### config.mk
export PLATFORM = sky130hd
export DESIGN_NAME = mold_msg_sequencer
export DESIGN_NICKNAME = d
export VERILOG_FILES = /design/src/rtl/mold_msg_sequencer.sv
export SDC_FILE = /design/constraint.sdc
export NUM_CORES = 1
export LEC_CHECK = 0
export BUFFER_PORTS_ARGS = -buffer_cell sky130_fd_sc_hd__clkbuf_2
export CAP_MARGIN = 20
export CORE_MARGIN = 3
export CORE_UTILIZATION = 56
export CTS_BUF_LIST = sky130_fd_sc_hd__clkbuf_16
export CTS_CLUSTER_SIZE = 25
export DETAILED_ROUTE_END_ITERATION = 8
export PLACE_DENSITY_LB_ADDON = 0.12
export SYNTH_ARGS = -nofsm -noshare
export SYNTH_HDL_FRONTEND = slang
export SYNTH_SLANG_ARGS = --single-unit
### constraint.sdc
create_clock -name clk -period 13 [get_ports clk]
set_input_delay 1.95 -clock clk [delete_from_list [all_inputs] [get_ports clk]]
set_output_delay 1.95 -clock clk [all_outputs]
set_load 0.1 [all_outputs]
### src/rtl/mold_msg_sequencer.sv
// mold_msg_sequencer: splits filtered Ethernet/IPv4/UDP/MoldUDP64 frames into
// individually framed messages, each tagged with its own sequence number.
module mold_msg_sequencer #(
    parameter logic [15:0] UDP_PORT = 16'h6720
) (
    input  logic        clk,
    input  logic        rstN,
    input  logic [7:0]  data,
    input  logic        dataValid,
    output logic [7:0]  msgData,
    output logic        msgValid,
    output logic        msgStart,
    output logic        msgEnd,
    output logic [63:0] msgSeqNum,
    output logic        frameDrop,
    output logic        truncErr,
    output logic        seqGap
);
    typedef enum logic [2:0] {IDLE, HDR, LEN_HI, LEN_LO, BODY, DONE, DROP} stateT;
    stateT state, stateNext;
    logic [5:0]  offset, offsetNext;
    logic [63:0] seqNum, seqNumNext, nextSeq, nextSeqNext, msgSeqNumNext;
    logic        nextSeqValid, nextSeqValidNext, first, firstNext;
    logic [15:0] msgCnt, msgCntNext, msgIdx, msgIdxNext, remain, remainNext;
    logic [15:0] cntFull, lenFull, idxInc;
    logic [7:0]  lenHi, lenHiNext, msgDataNext;
    logic        msgValidNext, msgStartNext, msgEndNext;
    logic        frameDropNext, truncErrNext, seqGapNext, filterOk;

    assign cntFull = {msgCnt[15:8], data};
    assign lenFull = {lenHi, data};
    assign idxInc  = msgIdx + 16'd1;

    always_comb begin
        filterOk = 1'b1;
        case (offset)
            6'd12:   filterOk = data == 8'h08;
            6'd13:   filterOk = data == 8'h00;
            6'd14:   filterOk = data == 8'h45;
            6'd23:   filterOk = data == 8'h11;
            6'd36:   filterOk = data == UDP_PORT[15:8];
            6'd37:   filterOk = data == UDP_PORT[7:0];
            default: filterOk = 1'b1;
        endcase
    end

    always_comb begin
        stateNext        = state;
        offsetNext       = offset;
        seqNumNext       = seqNum;
        nextSeqNext      = nextSeq;
        nextSeqValidNext = nextSeqValid;
        msgCntNext       = msgCnt;
        msgIdxNext       = msgIdx;
        remainNext       = remain;
        lenHiNext        = lenHi;
        firstNext        = first;
        msgSeqNumNext    = msgSeqNum;
        msgDataNext      = 8'h00;
        msgValidNext     = 1'b0;
        msgStartNext     = 1'b0;
        msgEndNext       = 1'b0;
        frameDropNext    = 1'b0;
        truncErrNext     = 1'b0;
        seqGapNext       = 1'b0;
        case (state)
            IDLE: if (dataValid) begin
                stateNext  = HDR;
                offsetNext = 6'd1;
            end
            HDR: if (!dataValid) begin
                truncErrNext = 1'b1;
                stateNext    = IDLE;
            end else if (!filterOk) begin
                frameDropNext = 1'b1;
                stateNext     = DROP;
            end else begin
                offsetNext = offset == 6'd62 ? offset : offset + 6'd1;
                if (offset >= 6'd52 && offset <= 6'd59) seqNumNext = {seqNum[55:0], data};
                if (offset == 6'd60) msgCntNext[15:8] = data;
                if (offset == 6'd61) begin
                    msgCntNext       = cntFull;
                    msgIdxNext       = 16'd0;
                    seqGapNext       = nextSeqValid && seqNum != nextSeq;
                    // end-of-session count 0xFFFF carries no messages
                    nextSeqNext      = seqNum + {48'd0, cntFull == 16'hFFFF ? 16'd0 : cntFull};
                    nextSeqValidNext = 1'b1;
                    stateNext        = (cntFull == 16'd0 || cntFull == 16'hFFFF) ? DONE : LEN_HI;
                end
            end
            LEN_HI: if (!dataValid) begin
                truncErrNext = 1'b1;
                stateNext    = IDLE;
            end else begin
                lenHiNext = data;
                stateNext = LEN_LO;
            end
            LEN_LO: if (!dataValid) begin
                truncErrNext = 1'b1;
                stateNext    = IDLE;
            end else if (lenFull == 16'd0) begin
                msgIdxNext = idxInc;
                stateNext  = idxInc == msgCnt ? DONE : LEN_HI;
            end else begin
                remainNext = lenFull;
                firstNext  = 1'b1;
                stateNext  = BODY;
            end
            BODY: if (!dataValid) begin
                truncErrNext = 1'b1;
                stateNext    = IDLE;
            end else begin
                msgDataNext   = data;
                msgValidNext  = 1'b1;
                msgStartNext  = first;
                firstNext     = 1'b0;
                msgSeqNumNext = seqNum + {48'd0, msgIdx};
                msgEndNext    = remain == 16'd1;
                remainNext    = remain - 16'd1;
                if (remain == 16'd1) begin
                    msgIdxNext = idxInc;
                    stateNext  = idxInc == msgCnt ? DONE : LEN_HI;
                end
            end
            DONE, DROP: if (!dataValid) stateNext = IDLE;
            default: stateNext = IDLE;
        endcase
    end

    always_ff @(posedge clk) begin
        if (!rstN) begin
            state        <= IDLE;
            offset       <= '0;
            seqNum       <= '0;
            nextSeq      <= '0;
            nextSeqValid <= 1'b0;
            msgCnt       <= '0;
            msgIdx       <= '0;
            remain       <= '0;
            lenHi        <= '0;
            first        <= 1'b0;
            msgSeqNum    <= '0;
            msgData      <= '0;
            msgValid     <= 1'b0;
            msgStart     <= 1'b0;
            msgEnd       <= 1'b0;
            frameDrop    <= 1'b0;
            truncErr     <= 1'b0;
            seqGap       <= 1'b0;
        end else begin
            state        <= stateNext;
            offset       <= offsetNext;
            seqNum       <= seqNumNext;
            nextSeq      <= nextSeqNext;
            nextSeqValid <= nextSeqValidNext;
            msgCnt       <= msgCntNext;
            msgIdx       <= msgIdxNext;
            remain       <= remainNext;
            lenHi        <= lenHiNext;
            first        <= firstNext;
            msgSeqNum    <= msgSeqNumNext;
            msgData      <= msgDataNext;
            msgValid     <= msgValidNext;
            msgStart     <= msgStartNext;
            msgEnd       <= msgEndNext;
            frameDrop    <= frameDropNext;
            truncErr     <= truncErrNext;
            seqGap       <= seqGapNext;
        end
    end
endmodule
# Word level (Yosys, flattened, before mapping)
# Index checks and enable logic that the tools add are counted.
# W data, S select, Z words.
[op_classes]
add_sub_neg = 5
magnitude_cmp = 2
n_eq_ne = 37
n_mux = 39
bitwise = 1
n_reduce_logical = 26
[ops]
columns = ["op", "count"]
rows = [
  ["$mux W16", 11],
  ["$add A64 B16 Y64", 2],
  ["$ne A64 B64 Y1", 1],
  ["$pmux W16 S3", 1],
  ["$mux W3", 11],
  ["$logic_not A16 Y1", 2],
  ["$pmux W16 S2", 1],
  ["$eq A6 B6 Y1 const B", 5],
  ["$mux W6", 4],
  ["$ne A2 B2 Y1 const B", 11],
  ["$eq A6 B4 Y1 const B", 3],
  ["$pmux W3 S6", 1],
  ["$add A16 B1 Y16 const B", 1],
  ["$eq A16 B1 Y1 const B", 1],
  ["$eq A16 B16 Y1", 1],
  ["$eq A16 B16 Y1 const B", 1],
  ["$eq A8 B7 Y1 const B", 2],
  ["$reduce_and A4 Y1", 4],
  ["$sub A16 B1 Y16 const B", 1],
  ["$reduce_and A5 Y1", 3],
  ["$pmux W6 S2", 1],
  ["$eq A3 B3 Y1 const B", 3],
  ["$eq A8 B4 Y1 const B", 1],
  ["$eq A8 B5 Y1 const B", 1],
  ["other kinds (25)", 37],
]
[word_totals]
register_bits = 273
output_inout_bits = 78

# Depth between registers and ports, before layout
# Gate-level depths: netlist of the first run.
[depth]
ltp_word = 7
mapped_depth = 19
ltp_nobuf = 15

# Worst setup path after synthesis of the first run
# No wires, ideal clock.
[synth_timing]
path_type = "input -> register"
from = "input port data[2]"
to = "register nextSeq[53]"
setup_time_ns = 0.133
arrival_ns = 5.575
t_required_ns = 12.867
path_slack_ns = 7.293
stages = 15
n_path_buf = 3
cell_sequence = "clkbuf_1 -> and2_1 -> nand3_1 -> nor4_1 -> clkbuf_1 -> nor2b_1 -> ha_1 -> and3_1 -> and4_1 -> a211o_1 -> a221oi_1 -> clkbuf_1 -> nor2_1 -> xnor2_1 -> a21oi_1"
[synth_between]
elab_chain_len = 3
elab_cells_between_ends = 11
[synth_rtl]
columns = ["element", "line", "rtl"]
rows = [
  ["from (decl)", "8", "input logic [7:0] data,"],
  ["$eq A16 B16 Y1, or another cell as far along", "86", "nextSeqNext = seqNum + {48'd0, cntFull == 16'hFFFF ? 16'd0 : cntFull};"],
  ["$mux W16 or $pmux W1 S6 (tied branches)", "86, 36", ""],
  ["$add A64 B16 Y64 or $reduce_and A4 Y1 (tied branches)", "--", ""],
  ["to (signal assigned)", "154", "nextSeq <= nextSeqNext;"],
  ["to (decl)", "22", "logic [63:0] seqNum, seqNumNext, nextSeq, nextSeqNext, msgSeqNumNext;"],
]
# Several ways; a longest one is shown, not always the timed one.
# A chain may end at the register's enable or synchronous reset.

# Final worst setup path of the first run
[layout_timing]
from = "input port data[6]"
to = "register nextSeq[42]"
# The elaborated chain is that of the path after synthesis.

==> flow_summary.ini, run 1 <==
[status]
status = finished clean

[cells_and_area]
layout.area.seq_mm2 = 0.00547
num-nets-final = 1951
drive_gt1_frac = 0.0886
stdcell_area_mm2 = 0.0166
area_growth_pct = 8.65
diodes = 0
multiInputGateArea_mm2 = 0.00909
fin_util = 0.628
fillCellCount = 2398

[synth]
netlist.top_cell.by_area = dfxtp_1
synth_top_family_by_area = simple AND/OR/NAND/NOR gates
syn_nets = 1973
synth-xor-area-share = 0.109
synthAdderAreaFrac = 0.0346
ys_warn_count = 0
synth-compound-area-share = 0.173
synth_simple_gate_area_frac = 0.229
synth_top_cells_by_area = dfxtp_1, nand2_1, a21oi_1, xor2_1, xnor2_1
netlist.area_leader.share = 0.358
ys_types = 78
yosysSeqAreaShare = 0.358
synthMuxAreaShare = 0.0479
synth_area_mm2 = 0.0153
synth.avg_cell_area_um2 = 7.95
synth_cells = 1921
synth_seq_cells = 273
ys.flop_type = dfxtp_1
synth_edf_count = 0
async_flop_share = 0

[routing]
via_per_inst = 6.27
routed_wl_mm = 46.1
drt_iter0_markers = 1535
wire_per_inst_um = 20.5
vias = 14100
drtPass1Iterations = 5
drc = 0
postRouteAntennaNets = 0

[global_route]
grt_max_degree = 95
grt-ovfl-total = 0
antenna_found_initial = 0
grt_usage = 0.309
grt_pass1_vias = 13000
grt_pass1_wl_mm = 72.5

[timing]
finClkSkew_ns = 0.0141
setup_violations = 0
drv_slew = 0
finalHoldViolCount = 0
whs_ns = 0.445
rsz0062_at_grt = no
period_share = 0.404
setup-tns-final_ns = 0
worstMarginPinSlew_ns = 1.08
fmax_mhz = 191
slew_headroom = 0.276
period_needed_ns = 5.25

[pwr]
p_seq_frac = 0.488
p_sw_w = 0.000391
combPwrFrac = 0.032
p_leak_nw = 6.21
power.share.clock = 0.479
p_int_w = 0.00133
swShare = 0.227
max-vdd-ir-drop_v = 0.0000933
p_per_area_mw_per_mm2 = 104

[clock_network]
cts-root-buf = clkbuf_16
cts.repair.resized = 0
clock_latency_ns = 0.56
cts_buffers = 29
cts-htree-levels = 1
cts_tree = yes
cts_buffer_depth = 3
cts_hold_buf = 0
cts_sinks = 273
post_cts_buffers = 0
path_clk_slew_ns = 0.06

[placed_design]
port_buffers = 88
place_congestion = 0.942
placed_area_mm2 = 0.0156
dp_hpwl_mm = 32.5

[floorplan]
core-area_mm2 = 0.0264
die_w_um = 171
die_y_um = 171
die_area_mm2 = 0.0293
initial_core_util = 0.578
io_pins = 89
rows = 59

[run]
max_cap_violations = 0

[worst_setup_path]
arrival_ns = 5.73
start_kind = input port
required_ns = 13.49
cp-end-kind = flip-flop
critical_path_class = input port to flip-flop
cp_max_fo = 20

[hold_path]
hp-class = flip-flop to flip-flop
-- layout by cell type, fill, tap and decap left out, drive strengths merged, types with 11 or more instances in the layout --
master	n
or4	15
nand3	55
nor2b	28
a211oi	19
nor4	38
dfxtp	273
and2	12
nor2	111
and3	26
o21ai	149
or3	25
clkbuf	116
nand4	38
a31oi	21
nor3	39
buf	17
ha	39
mux2i	72
xnor2	93
xor2	97
inv	35
nand2	268
a21oi	175
a21o	11
-- cell type report --
class                   count  share of cell area
clock inverters            22              0.0122
well taps                 335              0.0253
multi-input cells        1464               0.548
repair buffers            104              0.0352
flip-flops and latches    273               0.329
inverters                  27             0.00611
clock buffers              29              0.0438
-- critical path, cell delays in order --
cell and delay [ns]:
clkbuf_2 0.18, and2_1 0.22, nand3_1 0.10, nor4_2 0.04
buf_4 0.19, nor2b_1 0.12, ha_1 0.19, inv_1 0.07
fa_1 0.40, nor2b_1 0.18, nor3_1 0.06, o21ai_0 0.56
a211oi_1 0.18, o21ai_1 0.16, buf_4 0.30, nand2_1 0.26
or3_1 0.38, a31oi_1 0.17
-- synth_stat cells, types with 5 or more instances --
master      n
dfxtp_1   273
buf_4       6
nor3b_1    10
nor2_1    109
and4_1     10
mux2i_1    72
ha_1       39
a211oi_1   19
a21o_1     11
nor4_1     37
or3_1      24
o21a_1     10
nand4_1    38
nand2b_1    8
or4_1      14
nand3b_1    7
xnor2_1    93
buf_2      19
and3_1     26
nor3_1     38
nand2_1   268
a31oi_1    21
a21oi_1   175
o211ai_1    5
or2_2       5
o31ai_1    10
a311oi_1    7
nand3_1    54
xor2_1     97
clkbuf_1  127
o21ai_0   147
inv_1      27
nor2b_1    28
and2_1     12
-- flip-flops by register name, indices dropped and copies added, names as in the netlist --
register and count:
first 1, frameDrop 1, lenHi 8, msgCnt 16, msgData 8, msgEnd 1, msgIdx 16, msgSeqNum 64
msgStart 1, msgValid 1, nextSeq 64, nextSeqValid 1, offset 6, remain 16, seqGap 1, seqNum 64
state 3, truncErr 1
-- cell families (layout without fill, tap and decap cells) --
family                     Yosys count  count (layout)
muxes                               73              73
adders and majority gates           41              41
xor gates and xnor gates           190             190
AOI/OAI and AO/OA                  454             454
buffers and inverters              184             182
DFF                                273             273
and+or+nand+nor                    706             706
-- metal layers --
metal  vias up  GRT usage  share of wire
met5         -          0              0
met4         0     0.0798          0.025
met3        88     0.0691           0.10
met2       617      0.442           0.41
met1      6693      0.470           0.46
li1       6728          -              -
-- worst paths after layout --
kind	from	to	slack, ns	depth (start not counted)
setup / recovery	data[6]	nextSeq[42]	7.75	18
hold / removal	nextSeqValid	seqGap	0.45	2
setup reg to reg	offset[0]	seqNum[36]	9.00	11
hold reg to reg	nextSeqValid	seqGap	0.45	2
-- per-stage QoR --
step           total power [W]  setup slack [ns]  instances
4_1_cts                0.00173              7.86       2253
5_1_grt                0.00177              7.38       2254
2_1_floorplan         0.000901              7.29       1921
3_3_place_gp          0.000915              7.40       2202
6_report               0.00172              7.75       2254
3_5_place_dp          0.000916              7.30       2202
-- power groups by stage --
stage,combinational [W],clock [W],sequential [W]
CTS,0.0000553,0.000836,0.000842
detailed placement,0.0000551,0,0.000861
global route,0.0000611,0.000867,0.000842
floorplan,0.0000387,0,0.000862
finish,0.0000558,0.000827,0.000842
global placement,0.0000547,0,0.000861
(Power assumes the default switching activity.)
==> inputs of run 2 (changes only) <==
--- a/config.mk
+++ b/config.mk
@@ -5,6 +5,7 @@
 export SDC_FILE = /design/constraint.sdc
 export NUM_CORES = 1
 export LEC_CHECK = 0
+export ABC_AREA = 1
 export BUFFER_PORTS_ARGS = -buffer_cell sky130_fd_sc_hd__clkbuf_2
 export CAP_MARGIN = 20
 export CORE_MARGIN = 3
==> constraint.sdc (replaced) <==
create_clock -name clk -period 4.62 [get_ports clk]
set_input_delay 0.693 -clock clk [delete_from_list [all_inputs] [get_ports clk]]
set_output_delay 0.693 -clock clk [all_outputs]
set_load 0.1 [all_outputs]
==> flow_summary.ini, run 2 <==
[run]
max_cap_violations = 0

[cells_and_area]
drive_gt1_frac = 0.0750
stdcell_area_mm2 = 0.0177
fillCellCount = 2690
layout_commonest_cell = nand2_1
layout_common_cells = nand2_1, inv_1, dfxtp_1
area_growth_pct = 9.76
diodes = 0
num-nets-final = 2508
reg.largest.list = msgSeqNum: 64 flops, nextSeq: 64 flops, seqNum: 64 flops

[synth]
yosysSeqAreaShare = 0.338
synth_seq_cells = 273
synth_top_cells_by_area = dfxtp_1, nand2_1, a21oi_1, inv_1, o21ai_0
synth_area_mm2 = 0.0162
synth.most_common_cell = nand2_1
ys.flop_type = dfxtp_1
synth_cells = 2413
syn_nets = 2465
synth_edf_count = 0
async_flop_share = 0
synth.avg_cell_area_um2 = 6.70
netlist.area_leader.share = 0.338
netlist.top_cell.by_area = dfxtp_1
ys_types = 55
ys_warn_count = 0
synth.top_cells.by_count = nand2_1, inv_1, dfxtp_1

[floorplan]
core-area_mm2 = 0.0281
die_area_mm2 = 0.0309
die_w_um = 176
io_pins = 89
die_y_um = 176
rows = 61
initial_core_util = 0.575

[placed_design]
port_buffers = 88
dp_hpwl_mm = 46.0
pre_cts_slack_ns = 0.421
place_congestion = 1.01
placed_area_mm2 = 0.0168

[routing]
wire_per_inst_um = 21.5
drc = 0
drt_iter0_markers = 2046
vias = 17200
postRouteAntennaNets = 0
routed_wl_mm = 61.5
drtPass1Iterations = 7
via_per_inst = 6.02

[worst_setup_path]
arrival_ns = 4.28
cp-end-kind = flip-flop
cp_max_fo = 16
worst_path_max_delay_cell = ha_1
slowest_delay_ns = 0.46
critical_path_class = flip-flop to flip-flop
path_buf_inv = 4
start_kind = flip-flop
crit_family = simple AND/OR/NAND/NOR gates
required_ns = 5.09
crit_chain = inv_1 -> nor4_1 -> nand4_1 -> inv_1 -> nor2_1 -> ha_1 -> nand2_1 -> nor2_1 -> inv_1 -> nor2_1 -> inv_1 -> o21ai_1 -> nand2_1 -> nor2_1 -> a21oi_1 -> o21a_1

[timing]
fmax_mhz = 263
setup_slack_ns = 0.812
finalHoldViolCount = 0
setup-tns-final_ns = 0
drv_slew = 0
setup_violations = 0
rsz0062_at_grt = no
slew_headroom = 0.291
worstMarginPinSlew_ns = 1.06
period_share = 0.824
finClkSkew_ns = 0.0164
period_needed_ns = 3.81

[clock_network]
path_clk_slew_ns = 0.07
clock_latency_ns = 0.58
cts.repair.resized = 0
cts-htree-levels = 1
cts-root-buf = clkbuf_16
cts_tree = yes
cts_hold_buf = 0
cts_sinks = 273
cts_buffer_depth = 3
post_cts_buffers = 0
cts_buffers = 30

[global_route]
grt_pass1_vias = 16100
grt_max_degree = 107
antenna_found_initial = 0
grt_usage = 0.386
grt_pass1_wl_mm = 93.0
grt-ovfl-total = 0

[hold_path]
hp-class = flip-flop to flip-flop

[status]
status = finished clean

[pwr]
p_leak_nw = 7.11
max-vdd-ir-drop_v = 0.000273
p_per_area_mw_per_mm2 = 284
-- run 2: cell count changes in the layout (fill, tap and decap cells not counted), moves of 25 or more --
cell / previous run / this run
xnor2_1: 93 / 65
nor2b_1: 28 / 0
o21ai_0: 146 / 193
nand2_1: 268 / 472
nor2_1: 107 / 241
a21oi_1: 175 / 239
nand3_1: 54 / 156
inv_1: 33 / 285
xor2_1: 97 / 58
mux2i_1: 72 / 0
o21ai_1: 3 / 35
and3_1: 26 / 1
-- run 2: path summary, 6_finish.rpt --
| check | endpoint | cells after the start | from | slack (ns) |
|---|---|---|---|---|
| hold reg to reg | msgStart | 2 | first | 0.45 |
| hold / removal | msgStart | 2 | first | 0.45 |
| setup reg to reg | nextSeq[43] | 16 | msgCnt[12] | 0.81 |
| setup / recovery | nextSeq[43] | 16 | msgCnt[12] | 0.81 |
-- run 2: per-layer routing --
layer / track usage / vias up / wire (um)
li1: - / 8087 / -
met1: 0.494 / 7889 / 24500
met2: 0.601 / 984 / 26300
met3: 0.0597 / 250 / 5670
met4: 0.260 / 0 / 5100
met5: 0 / - / 0
-- run 2: cell type report --
cell class,instances,area (um2),share of cell area
Sequential cell,273,5470,0.308
Clock buffer,31,776,0.0437
Timing Repair Buffer,114,683,0.0385
Multi-Input combinational cell,1750,9140,0.515
Clock inverter,24,119,0.00670
Tap cell,378,473,0.0267
Inverter,287,1080,0.0608
-- run 2: cells by family (layout without fill, tap and decap cells) --
family	Yosys count	count (layout)	synth area share
flip-flops	273	273	0.338
AND/OR/NAND/NOR	1026	1026	0.275
buffers and inverters	390	456	0.0967
adder cells (fa/ha/maj)	41	41	0.0327
XOR/XNOR	126	126	0.0708
AO/OA/AOI/OAI	557	557	0.186
-- run 2: worst reg2reg max path, cell delays in order (launching register included) --
cell and delay [ns]:
dfxtp_1 0.44, inv_1 0.14, nor4_1 0.32, nand4_1 0.16
inv_1 0.38, nor2_1 0.12, ha_1 0.46, nand2_1 0.11
nor2_1 0.18, inv_1 0.08, nor2_1 0.09, inv_1 0.04
o21ai_1 0.40, nand2_1 0.27, nor2_1 0.22, a21oi_1 0.09
o21a_1 0.21
-- run 2: through the flow --
step / power [W] / utilization / cells / hold slack [ns]
finish: 0.00503 / 0.631 / 2857 / 0.451
global route: 0.00517 / 0.631 / 2857 / 0.475
CTS: 0.00502 / 0.630 / 2856 / 0.449
detailed placement: 0.00282 / 0.599 / 2801 / 0.438
global placement: 0.00281 / 0.599 / 2801 / 0.433
floorplan: 0.00271 / - / 2413 / 0.416
-- run 2: report_power, final --
part	internal [W]	switching, W	leakage, nW
Sequential	0.00238	0.0000452	2.20
Combinational	0.000106	0.000257	4.46
Clock	0.00121	0.00104	0.455
Total	0.00369	0.00134	7.11
